## src/rtl/alu_exec_unit.sv

```systemverilog
// alu_exec_unit: RV32I-style integer ALU for the execute stage.
// Decodes ALUOp/funct3/funct7b5 into an internal op and executes it on
// XLEN-bit operands. The result is registered and returned through a
// valid/ready output port. Shifts run on an iterative shifter that moves
// SHIFT_STEP bits per cycle. SHIFT_STEP == XLEN makes every shift single-cycle.
//
// Handshake: a transfer happens on a rising edge where valid && ready are both
// high. A producer holds its payload stable while valid is high and not yet
// accepted. in_ready depends only on state, out_valid and out_ready, so there
// is no combinational path from in_valid to any output. out_valid and
// Result/Zero are held until out_ready.
module alu_exec_unit #(
    parameter int XLEN       = 32,
    parameter int SHIFT_STEP = 1
) (
    input  logic            clk,
    input  logic            rst_n,
    input  logic            flush,
    input  logic            in_valid,
    output logic            in_ready,
    input  logic [1:0]      ALUOp,
    input  logic [2:0]      funct3,
    input  logic            funct7b5,
    input  logic [XLEN-1:0] SrcA,
    input  logic [XLEN-1:0] SrcB,
    output logic            out_valid,
    input  logic            out_ready,
    output logic [XLEN-1:0] Result,
    output logic            Zero,
    output logic            state_dbg
);

    localparam int SHW = $clog2(XLEN);

    localparam logic [0:0] IDLE  = 1'b0;
    localparam logic [0:0] SHIFT = 1'b1;

    localparam logic [3:0] OP_ADD  = 4'b0000;
    localparam logic [3:0] OP_SUB  = 4'b0001;
    localparam logic [3:0] OP_AND  = 4'b0010;
    localparam logic [3:0] OP_OR   = 4'b0011;
    localparam logic [3:0] OP_SLT  = 4'b0100;
    localparam logic [3:0] OP_SLTU = 4'b0101;
    localparam logic [3:0] OP_XOR  = 4'b0110;
    localparam logic [3:0] OP_SLL  = 4'b0111;
    localparam logic [3:0] OP_SRL  = 4'b1000;
    localparam logic [3:0] OP_SRA  = 4'b1001;

    localparam logic [SHW:0] STEP_L = (SHW+1)'(SHIFT_STEP);
    localparam logic ONE_CYCLE_SHIFT = (SHIFT_STEP == XLEN);

    logic [0:0]      state;
    logic [3:0]      op;
    logic [3:0]      op_q;
    logic [XLEN-1:0] work;
    logic [SHW-1:0]  rem;
    logic [SHW-1:0]  shamt;
    logic            is_shift;
    logic            single;
    logic            accept;
    logic [XLEN-1:0] alu_res;
    logic [SHW:0]    rem_ext;
    logic [SHW:0]    step_amt;
    logic [XLEN-1:0] shifted;
    logic            last_step;

    assign shamt     = SrcB[SHW-1:0];
    assign in_ready  = (state == IDLE) && (!out_valid || out_ready);
    assign accept    = in_valid && in_ready && !flush;
    assign state_dbg = state;

    // Decode the instruction fields into the internal op.
    always_comb begin
        op = OP_ADD;
        case (ALUOp)
            2'b00: op = OP_ADD;
            2'b01: op = OP_SUB;
            default: begin
                case (funct3)
                    3'b000: op = (funct7b5 && (ALUOp == 2'b10)) ? OP_SUB : OP_ADD;
                    3'b001: op = OP_SLL;
                    3'b010: op = OP_SLT;
                    3'b011: op = OP_SLTU;
                    3'b100: op = OP_XOR;
                    3'b101: op = funct7b5 ? OP_SRA : OP_SRL;
                    3'b110: op = OP_OR;
                    default: op = OP_AND;
                endcase
            end
        endcase
    end

    assign is_shift = (op == OP_SLL) || (op == OP_SRL) || (op == OP_SRA);
    assign single   = !is_shift || (shamt == '0) || ONE_CYCLE_SHIFT;

    // Single-cycle datapath; shifts here use the full shamt.
    always_comb begin
        alu_res = SrcA + SrcB;
        case (op)
            OP_ADD:  alu_res = SrcA + SrcB;
            OP_SUB:  alu_res = SrcA - SrcB;
            OP_AND:  alu_res = SrcA & SrcB;
            OP_OR:   alu_res = SrcA | SrcB;
            OP_XOR:  alu_res = SrcA ^ SrcB;
            OP_SLT:  alu_res = {{(XLEN-1){1'b0}}, ($signed(SrcA) < $signed(SrcB))};
            OP_SLTU: alu_res = {{(XLEN-1){1'b0}}, (SrcA < SrcB)};
            OP_SLL:  alu_res = SrcA << shamt;
            OP_SRL:  alu_res = SrcA >> shamt;
            OP_SRA:  alu_res = $unsigned($signed(SrcA) >>> shamt);
            default: alu_res = SrcA + SrcB;
        endcase
    end

    // One iteration of the multi-cycle shifter: move by min(SHIFT_STEP, rem).
    always_comb begin
        rem_ext   = {1'b0, rem};
        step_amt  = (rem_ext < STEP_L) ? rem_ext : STEP_L;
        last_step = (rem_ext == step_amt);
        case (op_q)
            OP_SLL:  shifted = work << step_amt;
            OP_SRA:  shifted = $unsigned($signed(work) >>> step_amt);
            default: shifted = work >> step_amt;
        endcase
    end

    // Control FSM, output register and shifter state.
    always_ff @(posedge clk or negedge rst_n) begin
        if (!rst_n) begin
            state     <= IDLE;
            out_valid <= 1'b0;
            Result    <= '0;
            Zero      <= 1'b0;
            rem       <= '0;
            work      <= '0;
            op_q      <= OP_ADD;
        end else if (flush) begin
            state     <= IDLE;
            out_valid <= 1'b0;
            rem       <= '0;
        end else begin
            if (out_valid && out_ready) begin
                out_valid <= 1'b0;
            end
            case (state)
                IDLE: begin
                    if (accept) begin
                        if (single) begin
                            Result    <= alu_res;
                            Zero      <= (alu_res == '0);
                            out_valid <= 1'b1;
                        end else begin
                            work  <= SrcA;
                            rem   <= shamt;
                            op_q  <= op;
                            state <= SHIFT;
                        end
                    end
                end
                default: begin
                    work <= shifted;
                    rem  <= rem - step_amt[SHW-1:0];
                    if (last_step) begin
                        Result    <= shifted;
                        Zero      <= (shifted == '0);
                        out_valid <= 1'b1;
                        state     <= IDLE;
                    end
                end
            endcase
        end
    end

endmodule
```

## config.mk

```make
export PLATFORM = sky130hd
export DESIGN_NAME = alu_exec_unit
export DESIGN_NICKNAME = d
export VERILOG_FILES = /design/src/rtl/alu_exec_unit.sv
export SDC_FILE = /design/constraint.sdc
export NUM_CORES = 1
export LEC_CHECK = 0
export ABC_AREA = 0
export CORE_MARGIN = 2
export CORE_UTILIZATION = 25
export DETAILED_ROUTE_END_ITERATION = 7
export DONT_BUFFER_PORTS = 1
export HOLD_SLACK_MARGIN = 0.1
export PLACE_DENSITY = 0.49
export SETUP_SLACK_MARGIN = 0.1
export SKIP_CTS_REPAIR_TIMING = 1
export SYNTH_ARGS = -nofsm -noshare
export SYNTH_HDL_FRONTEND = slang
export SYNTH_SLANG_ARGS = --single-unit
```

## constraint.sdc

```tcl
create_clock -name clk -period 6.5 [get_ports clk]
set_clock_uncertainty 0.15 [all_clocks]
set_input_delay 0.325 -clock clk [delete_from_list [all_inputs] [get_ports clk]]
set_output_delay 0.325 -clock clk [all_outputs]
set_load 0.01 [all_outputs]
```

==> run summary, run 1 <==
hold_sp = SrcA[4]
worst hold margin = 0.105 ns
min Tclk post-route = 5.01 ns
initial antenna violation count = 6
Starting Density = 0.252
slowest CP cell = or4_1
Synth cell types = 85
DR WL/cell = 29.0 um
worst r2r src = rem[3]
multi-input gate area in the final layout = 11000 um^2
Design Power = 0.00270 W
Tcrit/Tclk final = 0.770
Final Max Slew Viols = 0
WS Path Type = in -> reg
CP max FO = 69
CP Launch Type = primary input
Synth Cell Area = 14100 um^2
max frequency = 0.200 GHz
Syn. warnings = 0
cell type with the largest total area after synthesis = dfrtp_1
Initial DRC Count = 2235
CTS tree = built
Sequential cell area = 1910 um^2
die area = 58500 um^2
MaxCap Viol Count = 0
Detail Placement HPWL = 55.6 mm
Hold Path Depth = 2
Die Span Y = 242 um
ys flop type = dfrtp_1
GP Congestion = 1.02
Hold Path Sink = work[4]
Hold WC Path Type = in -> reg
clock root cell = clkbuf_16
clk sinks = 76
Post-Place Cell Area = 14600 um^2
1st-pass router iterations = 6
fill count = 6198
CTS Buf Count = 9
Data arrival, critical path = 5.15 ns
Via density = 6.08
# H-tree levels = 3
synthesized flop and latch total = 76
FF-to-FF setup slack = 2.11 ns
Layout area overhead = 8.11%
Leakage = 6.27 nW
I/O Pins = 111
diode count = 0
clk buf depth = 2
share of cells above drive strength 1 = 0.0894
drt drc = 0
post-synthesis sequential area ratio = 0.135
nets = 1972
vias in the first global route = 14357
async set or reset register ratio after synthesis = 1.00
Syn Nets = 2074
worst reg2reg endpoint = Zero
DIE WIDTH = 242 um
grt total ovfl = 0
Post-DRT Antenna Nets = 0
outcome = complete, no violations
reg2reg path depth = 12
Slew @ Worst Pin = 1.14 ns
Final Hold Fails = 0
Relative slew margins = 0.217
Total GRT Usage = 0.237
Synth area leaders = dfrtp_1 (13%), mux2i_1 (9.3%), ha_1 (8.8%)
EDFF count, synth = 0
Final setup viols = 0
clock-pin transition on the worst setup and hold timing paths = 0.07 ns
Fin Setup TNS = 0 ns
most used cell, CP = or4_1
row count = 87
DRT Wirelength = 74.1 mm
# port buffers = 0
syn avg cell area = 7.45 um^2
critical path, cell by cell = inv_2 > fa_1 > nand2b_1 > a221o_1 > a211oi_1 > buf_4 > o31ai_1 > a21oi_1 > o31ai_1 > or4_1 > or4_1 > or4_1 > or4b_1 > o21ai_1
Cell Pwr Density = 177 nW/um^2
RSZ-0062 raised after global routing = no
first-pass GRT wire length = 104 mm
largest net degree at the start of global routing = 102
post-route cell area = 15300 um^2
Peak VDD IR = 0.118 mV
instance count of the mapped netlist = 1898
Core Area = 56200 um^2
CP max stage delay = 0.59 ns
worst path required time = 6.65 ns
vias = 15536
Yosys top cell area share = 0.135
CP endpoint kind = flip-flop
Clock Latency Late Sink = 0.36 ns
[how the worst max path moves through the flow]
stage	startpoint	endpoint	slack (ns)	cells after the start
5_1_grt	SrcA[8]	Zero	1.38	14
6_report	SrcB[1]	Zero	1.49	14
3_3_place_gp	SrcB[1]	Zero	1.25	14
3_5_place_dp	SrcB[1]	Zero	1.22	14
2_1_floorplan	SrcB[1]	Zero	1.02	17
4_1_cts	SrcB[1]	Zero	1.60	14
[worst max-delay path: cells and delay by family]
kind | cells | cell delay [ns]
AO/OA/AOI/OAI | 6 | 1.35
adder cells (fa/ha/maj) | 1 | 0.35
buffers and inverters | 2 | 0.72
AND/OR/NAND/NOR | 5 | 2.36
[per-layer routing]
| layer | track usage | part of all wire | vias to the layer above |
|---|---|---|---|
| met5 | 0 | 0.0018 | - |
| met4 | 0.103 | 0.050 | 14 |
| met3 | 0.0441 | 0.087 | 186 |
| met2 | 0.384 | 0.46 | 921 |
| met1 | 0.306 | 0.40 | 7590 |
| li1 | - | - | 6825 |
[logic make-up after synthesis]
| family | Yosys count | synth area share |
|---|---|---|
| compound gates | 618 | 0.291 |
| mux | 216 | 0.201 |
| xor+xnor | 25 | 0.0155 |
| buf+inv | 313 | 0.0872 |
| flops | 76 | 0.135 |
| simple gates | 549 | 0.180 |
| fa+ha+maj | 101 | 0.0904 |
[where the power goes]
| part | switching (W) | leakage (nW) | internal [W] |
|---|---|---|---|
| logic | 0.000856 | 5.23 | 0.000520 |
| clock network | 0.000233 | 0.163 | 0.000343 |
| registers | 0.000152 | 0.875 | 0.000601 |
[through the flow]
stage	setup WS, ns	utilization	instances
floorplan	1.02	-	1898
global placement	1.25	0.260	2510
detailed placement	1.22	0.260	2510
CTS	1.60	0.266	2526
global route	1.38	0.272	2557
finish	1.49	0.272	2557
[state kept, by name, summed over array words and instances (netlist names)]
| signal | count |
|---|---|
| op_q | 4 |
| out_valid | 1 |
| rem | 5 |
| Result | 32 |
| Zero | 1 |
| work | 32 |
| state_dbg | 1 |
[placed cells by master (no fill, tap or decap), types with 7 or more instances in the layout]
cell,n
o22ai_1,20
o221ai_1,18
or4_1,7
nor4_1,18
nand4_1,17
dlygate4sd3_1,30
xnor2_1,20
nor2b_1,18
o21a_1,18
mux2i_1,132
dfrtp_1,75
o21ai_0,114
o31ai_1,19
nand2b_1,16
and2_1,11
or2_2,12
o211ai_1,41
and3_1,8
nand2_1,165
a211o_1,7
a21oi_1,167
mux2_2,34
nand3_1,28
nor3_1,30
clkbuf_16,9
a31oi_1,25
a211oi_1,23
a221oi_1,13
o31a_1,9
buf_4,28
ha_1,99
a221o_1,12
nor2_1,185
a22oi_1,30
a21boi_0,7
mux4_2,46
inv_1,138
[cell usage after synthesis (23+ instances only)]
library cell,number
clkbuf_1,122
a22oi_1,30
a21oi_1,168
o21ai_0,114
inv_1,138
buf_1,25
a31oi_1,25
nand3_1,28
mux2i_1,132
mux2_2,34
dfrtp_1,76
ha_1,99
mux4_2,46
a211oi_1,23
nor3_1,30
nor2_1,186
nand2_1,165
o211ai_1,41
[final cells by class]
type,instances,area share
Timing Repair Buffer,59,0.0352
Inverter,141,0.0346
Sequential cell,76,0.125
Tap cell,756,0.0619
Multi-Input combinational cell,1509,0.722
Clock buffer,9,0.0147
Clock inverter,7,0.00696
Note: power is estimated with default switching activity, not from simulation.
==> inputs of run 2 (changes only) <==
--- a/config.mk
+++ b/config.mk
@@ -11,7 +11,7 @@
 export DETAILED_ROUTE_END_ITERATION = 7
 export DONT_BUFFER_PORTS = 1
 export HOLD_SLACK_MARGIN = 0.1
-export PLACE_DENSITY = 0.49
+export PLACE_DENSITY = 0.51
 export SETUP_SLACK_MARGIN = 0.1
 export SKIP_CTS_REPAIR_TIMING = 1
 export SYNTH_ARGS = -nofsm -noshare
==> constraint.sdc (replaced) <==
create_clock -name clk -period 4.4 [get_ports clk]
set_clock_uncertainty 0.15 [all_clocks]
set_input_delay 0.22 -clock clk [delete_from_list [all_inputs] [get_ports clk]]
set_output_delay 0.22 -clock clk [all_outputs]
set_load 0.01 [all_outputs]
==> run summary, run 2 (synthesis gave the netlist of run 1 again) <==
Peak VDD IR = 0.214 mV (+82%)
clock group share of total power = 0.193 (-0.020)
RSZ-0062 raised after global routing = no
Via density = 5.84 (-3.8%)
register share of total power = 0.264 (-0.014)
largest net degree at the start of global routing = 102 (unchanged)
Cell Pwr Density = 250 nW/um^2 (+41%)
grt total ovfl = 0 (unchanged)
DR WL/cell = 27.1 um (-6.5%)
MaxCap Viol Count = 0 (unchanged)
Clock Latency Late Sink = 0.36 ns (about the same)
Detail Placement HPWL = 57.7 mm (+3.7%)
Layout area overhead = 19.7%
share of cells above drive strength 1 = 0.191 (+0.101)
row count = 87 (unchanged)
Initial DRC Count = 1921 (-14%)
worst r2r src = rem[3]
Relative slew margins = 0.366 (+0.149)
Tcrit/Tclk final = 0.963
vias = 16138 (+3.9%)
Final setup viols = 0 (unchanged)
most frequent cells in the layout = buf_4 (229), nor2_1 (185), a21oi_1 (167)
# port buffers = 0 (unchanged)
DIE WIDTH = 242 um (unchanged)
outcome = complete, no violations
Starting Density = 0.252 (unchanged)
Internal Power = 0.00237 W (+62%)
I/O Pins = 111 (unchanged)
Sw Ratio = 0.439 (-0.0192)
first-pass GRT wire length = 107 mm (+3.1%)
clock-pin transition on the worst setup and hold timing paths = 0.06 ns (about the same)
vias in the first global route = 15607 (+8.7%)
WS Path Type = in -> reg
FF-to-FF setup slack = 0.23 ns (-1.88 ns)
# H-tree levels = 3 (unchanged)
Hold WC Path Type = in -> reg
Critical Path Source = SrcB[0]
worst hold margin = 0.168 ns (+0.0631 ns)
Inst Count DP = 2708 (+7.9%)
Final Util = 0.301 (+0.0293)
Top Registers = Result (32), work (32), rem (5)
Core Area = 56200 um^2 (unchanged)
Net Sw Power = 0.00186 W (+50%)
die area = 58500 um^2 (unchanged)
Final WS setup = 0.164 ns (-1.33 ns)
nets = 2174 (+10%)
worst path required time = 4.54 ns (-2.11 ns)
Leakage = 7.27 nW (+16%)
hold_sp = SrcA[14]
CP Launch Type = primary input
Final Max Slew Viols = 0 (unchanged)
CP endpoint kind = flip-flop
initial antenna violation count = 6 (unchanged)
min Tclk post-route = 4.24 ns
Data arrival, critical path = 4.37 ns (-0.78 ns)
1st-pass router iterations = 6 (unchanged)
Final Hold Fails = 0 (unchanged)
clock root cell = clkbuf_16
CTS Buf Count = 9 (unchanged)
GP Congestion = 0.985 (-2.9%)
Non-Filler Instances = 2761 (+8.0%)
Logic pwr share = 0.543 (+0.034)
CTS tree = built
clk buf depth = 2 (unchanged)
max frequency = 0.236 GHz
DRT Wirelength = 74.8 mm (+0.98%)
CP max FO = 101 (+46%)
Die Span Y = 242 um (unchanged)
most common cell after layout, fill and taps aside = buf_4
drt drc = 0 (unchanged)
Slew @ Worst Pin = 0.943 ns (-0.202 ns)
clk sinks = 76 (unchanged)
Total GRT Usage = 0.242 (+0.00586)
DP Worst Slack = -0.321 ns (-1.54 ns)
Post-DRT Antenna Nets = 0 (unchanged)
[run 2: critical path, stage by stage]
cell and delay (ns):
mux4_1 0.60, a222oi_1 0.36, mux2i_1 0.20, a21o_1 0.27, a222oi_1 0.29, o2111ai_1 0.17
or4_1 0.53, or4_4 0.52, or4_4 0.45, or4b_4 0.57, o21ai_2 0.12
[run 2: path summary, 6_finish.rpt]
check,end,depth (start not counted)
worst max register to register,Zero,12
worst min-delay path,work[14],4
worst min register to register,op_q[3],2
worst max-delay path,Zero,11
max in group asynchronous,work[19],2
min in group asynchronous,state_dbg,2
[run 2: metal layers]
metal,vias up,share of wire,track usage
li1,7213,-,-
met1,7968,0.42,0.317
met2,813,0.45,0.392
met3,138,0.084,0.0442
met4,6,0.039,0.0999
met5,-,0.00049,0
[run 2: per-stage QoR]
stage	setup TNS [ns]	cell area, um^2	power, W
after floorplan	-0.0698	14400	0.00253
after global placement	-0.323	16200	0.00328
after detailed placement	-0.321	16200	0.00330
after CTS	0	16500	0.00413
after global routing	0	16900	0.00447
final	0	16900	0.00422
[run 2: cell type report]
class / count / area [um^2]
inverter: 141 / 544
clock buffer: 10 / 229
timing repair buffer: 261 / 2060
tap: 756 / 946
fill: 6166 / 39200
sequential: 76 / 1900
clock inverter: 6 / 87.6
multi-input combinational: 1509 / 11200
antenna: 2 / 5.00
[run 2: power by group through the flow]
stage          combinational [W]  clock (W)  sequential, W
2_1_floorplan            0.00147          0        0.00106
3_3_place_gp             0.00216          0        0.00113
3_5_place_dp             0.00217          0        0.00113
4_1_cts                  0.00218   0.000832        0.00112
5_1_grt                  0.00245   0.000865        0.00115
6_report                 0.00229   0.000815        0.00112
